File: src/rtl/mem_stage_lsu.sv
// rtl/mem_stage_lsu.sv - MEM-stage load/store unit on a req/gnt/rvalid data bus
//
// Purpose: issues loads/stores from the MEM stage, steers store bytes onto
// lanes, aligns and sign/zero-extends load data, and holds the pipeline while
// an access is in flight. Illegal accesses and bus timeouts raise a one-cycle
// fault pulse and leave read_data_o at zero.
//
// Ports:
//   clk, rst                 clock (rising edge), async active-high reset
//   valid_m_i                MEM-stage instruction valid
//   mem_read_m_i/_write_m_i  load / store select
//   funct3_m_i               RV32I width/sign code
//   addr_m_i, store_data_m_i effective address, store source value
//   dmem_*_o                 bus request: req, we, word addr, byte enables, wdata
//   dmem_gnt_i/rvalid_i/rdata_i  bus grant and read response
//   read_data_o              registered, extended load result
//   stall_o                  hold IF..MEM, MEM/WB must not capture
//   fault_o                  one-cycle pulse on illegal access or timeout
module mem_stage_lsu #(
  parameter int unsigned TIMEOUT_CYCLES = 255
) (
  input  logic        clk,
  input  logic        rst,
  input  logic        valid_m_i,
  input  logic        mem_read_m_i,
  input  logic        mem_write_m_i,
  input  logic [2:0]  funct3_m_i,
  input  logic [31:0] addr_m_i,
  input  logic [31:0] store_data_m_i,
  output logic        dmem_req_o,
  output logic        dmem_we_o,
  output logic [31:0] dmem_addr_o,
  output logic [3:0]  dmem_be_o,
  output logic [31:0] dmem_wdata_o,
  input  logic        dmem_gnt_i,
  input  logic        dmem_rvalid_i,
  input  logic [31:0] dmem_rdata_i,
  output logic [31:0] read_data_o,
  output logic        stall_o,
  output logic        fault_o
);

  typedef enum logic [1:0] {S_IDLE, S_REQ, S_WAIT, S_DONE} state_t;

  localparam logic [16:0] TIMEOUT_LIM = 17'(TIMEOUT_CYCLES);

  state_t      state_q, state_d;
  logic [15:0] cnt_q, cnt_d;
  logic [16:0] cnt_inc;
  logic [31:0] read_data_q;
  logic        fault_q;

  logic acc, both_rw, bad_f3, misalign, illegal, legal;
  logic req, stall, rd_load, rd_clear, fault_set;
  logic [3:0]  st_be;
  logic [31:0] st_wdata;
  logic [7:0]  ld_byte;
  logic [15:0] ld_half;
  logic [31:0] ld_ext;

  // Legality of the instruction currently sitting in MEM.
  always_comb begin
    acc     = valid_m_i & (mem_read_m_i ^ mem_write_m_i);
    both_rw = valid_m_i & mem_read_m_i & mem_write_m_i;
    if (mem_read_m_i) bad_f3 = (funct3_m_i == 3'd3) || (funct3_m_i[2:1] == 2'b11);
    else              bad_f3 = (funct3_m_i > 3'd2);
    case (funct3_m_i[1:0])
      2'd1:    misalign = addr_m_i[0];
      2'd2:    misalign = |addr_m_i[1:0];
      default: misalign = 1'b0;
    endcase
    illegal = both_rw | (acc & (bad_f3 | misalign));
    legal   = acc & ~(bad_f3 | misalign);
  end

  // Store lane steering: data is replicated so every enabled lane sees it.
  always_comb begin
    case (funct3_m_i[1:0])
      2'd0: begin
        st_be    = 4'b0001 << addr_m_i[1:0];
        st_wdata = {4{store_data_m_i[7:0]}};
      end
      2'd1: begin
        st_be    = 4'b0011 << addr_m_i[1:0];
        st_wdata = {2{store_data_m_i[15:0]}};
      end
      default: begin
        st_be    = 4'hF;
        st_wdata = store_data_m_i;
      end
    endcase
  end

  // Load alignment and extension; address/funct3 are frozen by the stall.
  always_comb begin
    ld_byte = dmem_rdata_i[{addr_m_i[1:0], 3'b000} +: 8];
    ld_half = dmem_rdata_i[{addr_m_i[1], 4'b0000} +: 16];
    case (funct3_m_i)
      3'd0:    ld_ext = {{24{ld_byte[7]}}, ld_byte};
      3'd4:    ld_ext = {24'h0, ld_byte};
      3'd1:    ld_ext = {{16{ld_half[15]}}, ld_half};
      3'd5:    ld_ext = {16'h0, ld_half};
      default: ld_ext = dmem_rdata_i;
    endcase
  end

  always_comb begin
    state_d   = state_q;
    cnt_d     = cnt_q;
    cnt_inc   = {1'b0, cnt_q} + 17'd1;
    req       = 1'b0;
    stall     = 1'b0;
    rd_load   = 1'b0;
    rd_clear  = 1'b0;
    fault_set = 1'b0;
    case (state_q)
      S_IDLE: begin
        cnt_d = '0;
        if (legal) begin
          req   = 1'b1;
          stall = 1'b1;
          if (dmem_gnt_i) state_d = mem_read_m_i ? S_WAIT : S_DONE;
          else            state_d = S_REQ;
        end else if (illegal) begin
          rd_clear  = 1'b1;
          fault_set = 1'b1;
        end
      end
      S_REQ: begin
        req   = 1'b1;
        stall = 1'b1;
        cnt_d = cnt_inc[15:0];
        // A grant in the timeout cycle still completes the handshake.
        if (dmem_gnt_i) begin
          state_d = mem_read_m_i ? S_WAIT : S_DONE;
        end else if (cnt_inc >= TIMEOUT_LIM) begin
          rd_clear  = 1'b1;
          fault_set = 1'b1;
          state_d   = S_DONE;
        end
      end
      S_WAIT: begin
        stall = 1'b1;
        cnt_d = cnt_inc[15:0];
        if (dmem_rvalid_i) begin
          rd_load = 1'b1;
          state_d = S_DONE;
        end else if (cnt_inc >= TIMEOUT_LIM) begin
          rd_clear  = 1'b1;
          fault_set = 1'b1;
          state_d   = S_DONE;
        end
      end
      default: state_d = S_IDLE;
    endcase
  end

  always_ff @(posedge clk or posedge rst) begin
    if (rst) begin
      state_q     <= S_IDLE;
      cnt_q       <= '0;
      read_data_q <= '0;
      fault_q     <= 1'b0;
    end else begin
      state_q <= state_d;
      cnt_q   <= cnt_d;
      fault_q <= fault_set;
      if (rd_load)       read_data_q <= ld_ext;
      else if (rd_clear) read_data_q <= '0;
    end
  end

  // Reset forces the bus quiet immediately, even with a legal access in MEM.
  assign dmem_req_o   = ~rst & req;
  assign dmem_we_o    = dmem_req_o & mem_write_m_i;
  assign dmem_addr_o  = dmem_req_o ? {addr_m_i[31:2], 2'b00} : 32'h0;
  assign dmem_be_o    = dmem_req_o ? (mem_write_m_i ? st_be : 4'hF) : 4'h0;
  assign dmem_wdata_o = dmem_we_o ? st_wdata : 32'h0;
  assign stall_o      = ~rst & stall;
  assign read_data_o  = read_data_q;
  assign fault_o      = fault_q;

endmodule

File: config.mk
export PLATFORM = sky130hd
export DESIGN_NAME = mem_stage_lsu
export DESIGN_NICKNAME = d
export VERILOG_FILES = /design/src/rtl/mem_stage_lsu.sv
export SDC_FILE = /design/constraint.sdc
export NUM_CORES = 1
export LEC_CHECK = 0
export CORE_MARGIN = 4
export CORE_UTILIZATION = 50
export CTS_CLUSTER_DIAMETER = 60
export DETAILED_ROUTE_END_ITERATION = 10
export DONT_BUFFER_PORTS = 1
export PLACE_DENSITY = 0.74
export SLEW_MARGIN = 15
export SYNTH_ARGS = -nofsm -noshare
export SYNTH_HDL_FRONTEND = slang
export SYNTH_SLANG_ARGS = --single-unit
File: constraint.sdc
create_clock -name clk -period 5.15 [get_ports clk]
set_input_delay 0.7725 -clock clk [delete_from_list [all_inputs] [get_ports clk]]
set_output_delay 0.7725 -clock clk [all_outputs]
set_load 0.005 [all_outputs]
==> flow_summary_export.csv <==
group,metric,value,unit
worst_setup_path,r2r_end,"read_data_o[18]",
sta,skew,0.0159,ns
logic_synthesis,ys_seq_area_share,30.6,%
floorplanning,initial_utilization,51.1,%
sta,finalCriticalPeriod,4.17,ns
cts,post_cts_resized,0,
sta,slew_headroom,28.7,%
detailed_routing,drt-initial-drc-count,336,
logic_synthesis,async_flop_share,100,%
detailed_routing,ant_nets,0,
floorplanning,die_w,99.4,µm
cts,path_clk_slew,0.09,ns
sta,finalCritPeriodShare,81.0,%
worst_setup_path,critPathKind,"in2out",
worst_setup_path,endpoint,"dmem_wdata_o[31]",
global_routing,antenna_found_initial,0,
worst_setup_path,crit_arrival,3.40,ns
global_routing,track_usage,26.6,%
placed_design,place_congestion,0.977,
power,p_per_area,372,nW/µm²
worst_setup_path,crit_required,4.38,ns
cells_and_area,antennaDiodeCount,0,
floorplanning,std_cell_rows,33,
sta,fin_tns_setup,0,ns
cts,cts_max_level,2,
cts,cts_setup_buffers,0,
min_path,hold_class,"in2async",
worst_setup_path,rrSetupSlack,2.29,ns
logic_synthesis,synth_most_common_cell,"nand2_1",
cts,cts_hold_buf,0,
cts,clock_path_buffers,2,
worst_setup_path,crit_path_start_kind,"primary input",
worst_setup_path,rr_worst_depth,8,
detailed_routing,viasPerCell,6.60,
cts,insertion_delay,0.31,ns
flow_run,drv_cap,0,
placed_design,numPortBuffers,0,
logic_synthesis,synth_flop_cell,"dfrtp_1",
logic_synthesis,synth_compound_area_share,29.7,%
logic_synthesis,ys_types,56,
logic_synthesis,synth_top_family_by_area,"compound AO/OA/AOI/OAI gates",
logic_synthesis,synth_warnings,0,
detailed_routing,firstDrtPassIters,5,
cts,cts_tree,"done",
cells_and_area,final_nets,611,
logic_synthesis,synthTopCellsByArea,"dfrtp_1 31%, a41o_1 6.0%, o21ai_0 5.9%, nand2_1 5.7%, and2_1 4.9%",
logic_synthesis,ys_ff_latch,51,
global_routing,grt_overflow_total,0,
sta,hold_violations,0,
power,p_total,0.00156,W
logic_synthesis,synthMuxAreaShare,5.09,%
logic_synthesis,synthCells,532,
sta,slew_viol_final,0,
detailed_routing,wl_per_cell,22.9,µm
cts,cts.sinks,51,
sta,worst_slew_pin_slew,1.06,ns
floorplanning,die_y,99.4,µm
floorplanning,core-area,8180,µm²
cells_and_area,areaGrowthSynthToFinish,0.569,%
cts,cts_buffers,5,
power,power_leakage,1.94,nW
logic_synthesis,synth_simple_gate_area_share,23.4,%
sta,rsz0062_at_grt,"no",
cells_and_area,num-fill-cells,744,
detailed_routing,drt_wl_total,13.8,mm
floorplanning,die_area,9880,µm²
worst_setup_path,cp_max_fo,41,
sta,max_freq,240,MHz
sta,setup_violations,0,
worst_setup_path,crit_start,"funct3_m_i[1]",
detailed_routing,remaining_drc_errors,0,
logic_synthesis,synthAdderAreaFrac,3.30,%
logic_synthesis,synth_top_area_share,30.6,%
power,peakVddDrop,157,µV
global_routing,grt_max_degree,52,
logic_synthesis,ys_top_cells_by_count,"63 x nand2_1, 51 x dfrtp_1, 49 x o21ai_0, 43 x nor2_1, 41 x a21oi_1",
cts,clockRootBuffer,"clkbuf_8",
cells_and_area,layout-drive-gt1-share,7.68,%
worst_setup_path,endpoint_kind,"primary output",
placed_design,place_hpwl,10.5,mm
cells_and_area,multi_input_area,2620,µm²
worst_setup_path,rr_startpoint,"cnt_q[0]",
logic_synthesis,synth_xor_area_share,0.839,%
logic_synthesis,synth_edf_count,0,
outcome,status,"completed",
detailed_routing,vias,3957,
global_routing,grt_pass1_vias,3711,
logic_synthesis,syn_area_per_cell,7.85,µm²
cells_and_area,seqCellArea,1280,µm²
floorplanning,pin_count,210,
logic_synthesis,syn-cell-area,4180,µm²
global_routing,grt_pass1_wl,21.1,mm
logic_synthesis,yosys.area.top_type,"dfrtp_1",
[cell usage in the layout, fill, tap and decap left out, types with 2 or more instances in the layout]
cell type,synthesis,layout
a211oi_1,2,2
a21o_1,6,6
a21oi_1,41,40
a21oi_2,1,2
a221o_2,6,6
a22o_1,8,8
a22oi_1,15,15
a31oi_1,3,3
a41o_1,25,25
and2_1,33,33
and3_1,16,16
buf_4,3,4
clkbuf_8,0,5
clkinv_2,0,2
conb_1,1,2
dfrtp_1,51,51
ha_1,11,11
inv_1,16,15
mux2_2,8,8
mux2i_1,10,10
nand2_1,63,63
nand2b_1,7,7
nand3_1,13,13
nand4_1,2,2
nor2_1,43,43
nor3_1,5,5
o21a_1,2,2
o21ai_0,49,48
o21ai_1,2,3
o21bai_1,2,2
o31ai_1,7,7
o41ai_1,2,2
or2_2,5,5
or3_1,4,4
or4_1,3,3
xnor2_1,3,3
[cells by family (layout without fill, tap and decap cells)]
family                     after synthesis  count (layout)
and+or+nand+nor                        200             200
AOI/OAI and AO/OA                      180             180
buffers and inverters                   66              28
DFF                                     51              51
muxes                                   19              19
adders and majority gates               11              11
xor gates and xnor gates                 4               4
other                                    1               2
[area by class of cell]
cell class | count | share of cell area (%)
Multi-Input combinational cell | 416 | 62.3
Clock inverter | 2 | 0.298
Clock buffer | 6 | 1.73
Inverter | 16 | 1.46
Sequential cell | 51 | 30.4
Tap cell | 105 | 3.13
Timing Repair Buffer | 4 | 0.715
[how the worst min path moves through the flow]
stage | endpoint | cells after the start | start | slack (ns)
finish | cnt_q[13] | 1 | rst | 0.51
global route | cnt_q[14] | 1 | cnt_q[14] | 0.56
global placement | cnt_q[14] | 1 | cnt_q[14] | 0.50
floorplan | cnt_q[14] | 1 | cnt_q[14] | 0.47
detailed placement | cnt_q[14] | 1 | cnt_q[14] | 0.52
CTS | cnt_q[14] | 1 | cnt_q[14] | 0.53
[worst max-delay path, cell delays in order]
cell and delay [ns]:
inv_1 0.05, ha_1 0.48, nand2_1 0.17, a21boi_0 0.11, or4_1 0.53, a21oi_2 0.15
buf_4 0.28, nand2_1 0.46, a31oi_1 0.38
[layer usage]
metal / up-vias / GRT usage [%] / wire length [µm]
met3: 25 / 8.20 / 1370
met1: 1918 / 35.7 / 5550
met5: - / 0 / 0
li1: 1843 / - / -
met2: 171 / 41.8 / 6530
met4: 0 / 6.72 / 299
[state kept, by name, summed over array words and instances (netlist names)]
name	flops
state_q	2
read_data_o	32
fault_o	1
cnt_q	16
[metrics by stage]
stage	setup WS [ns]	hold slack (ns)	cells	utilization, %	cell area (µm²)
after floorplan	1.50	0.474	533	-	4180
after global placement	1.13	0.499	592	50.3	4110
after detailed placement	1.00	0.515	592	50.3	4110
after CTS	0.998	0.530	600	51.3	4200
after global routing	0.702	0.562	600	51.4	4200
final	0.977	0.512	600	51.4	4200
[power by group]
group	internal, W	switching, W	total, W
clock network	0.0000953	0.000133	0.000228
logic	0.000276	0.000392	0.000668
registers	0.000524	0.000141	0.000665
total	0.000895	0.000666	0.00156
(Power assumes the default switching activity.)
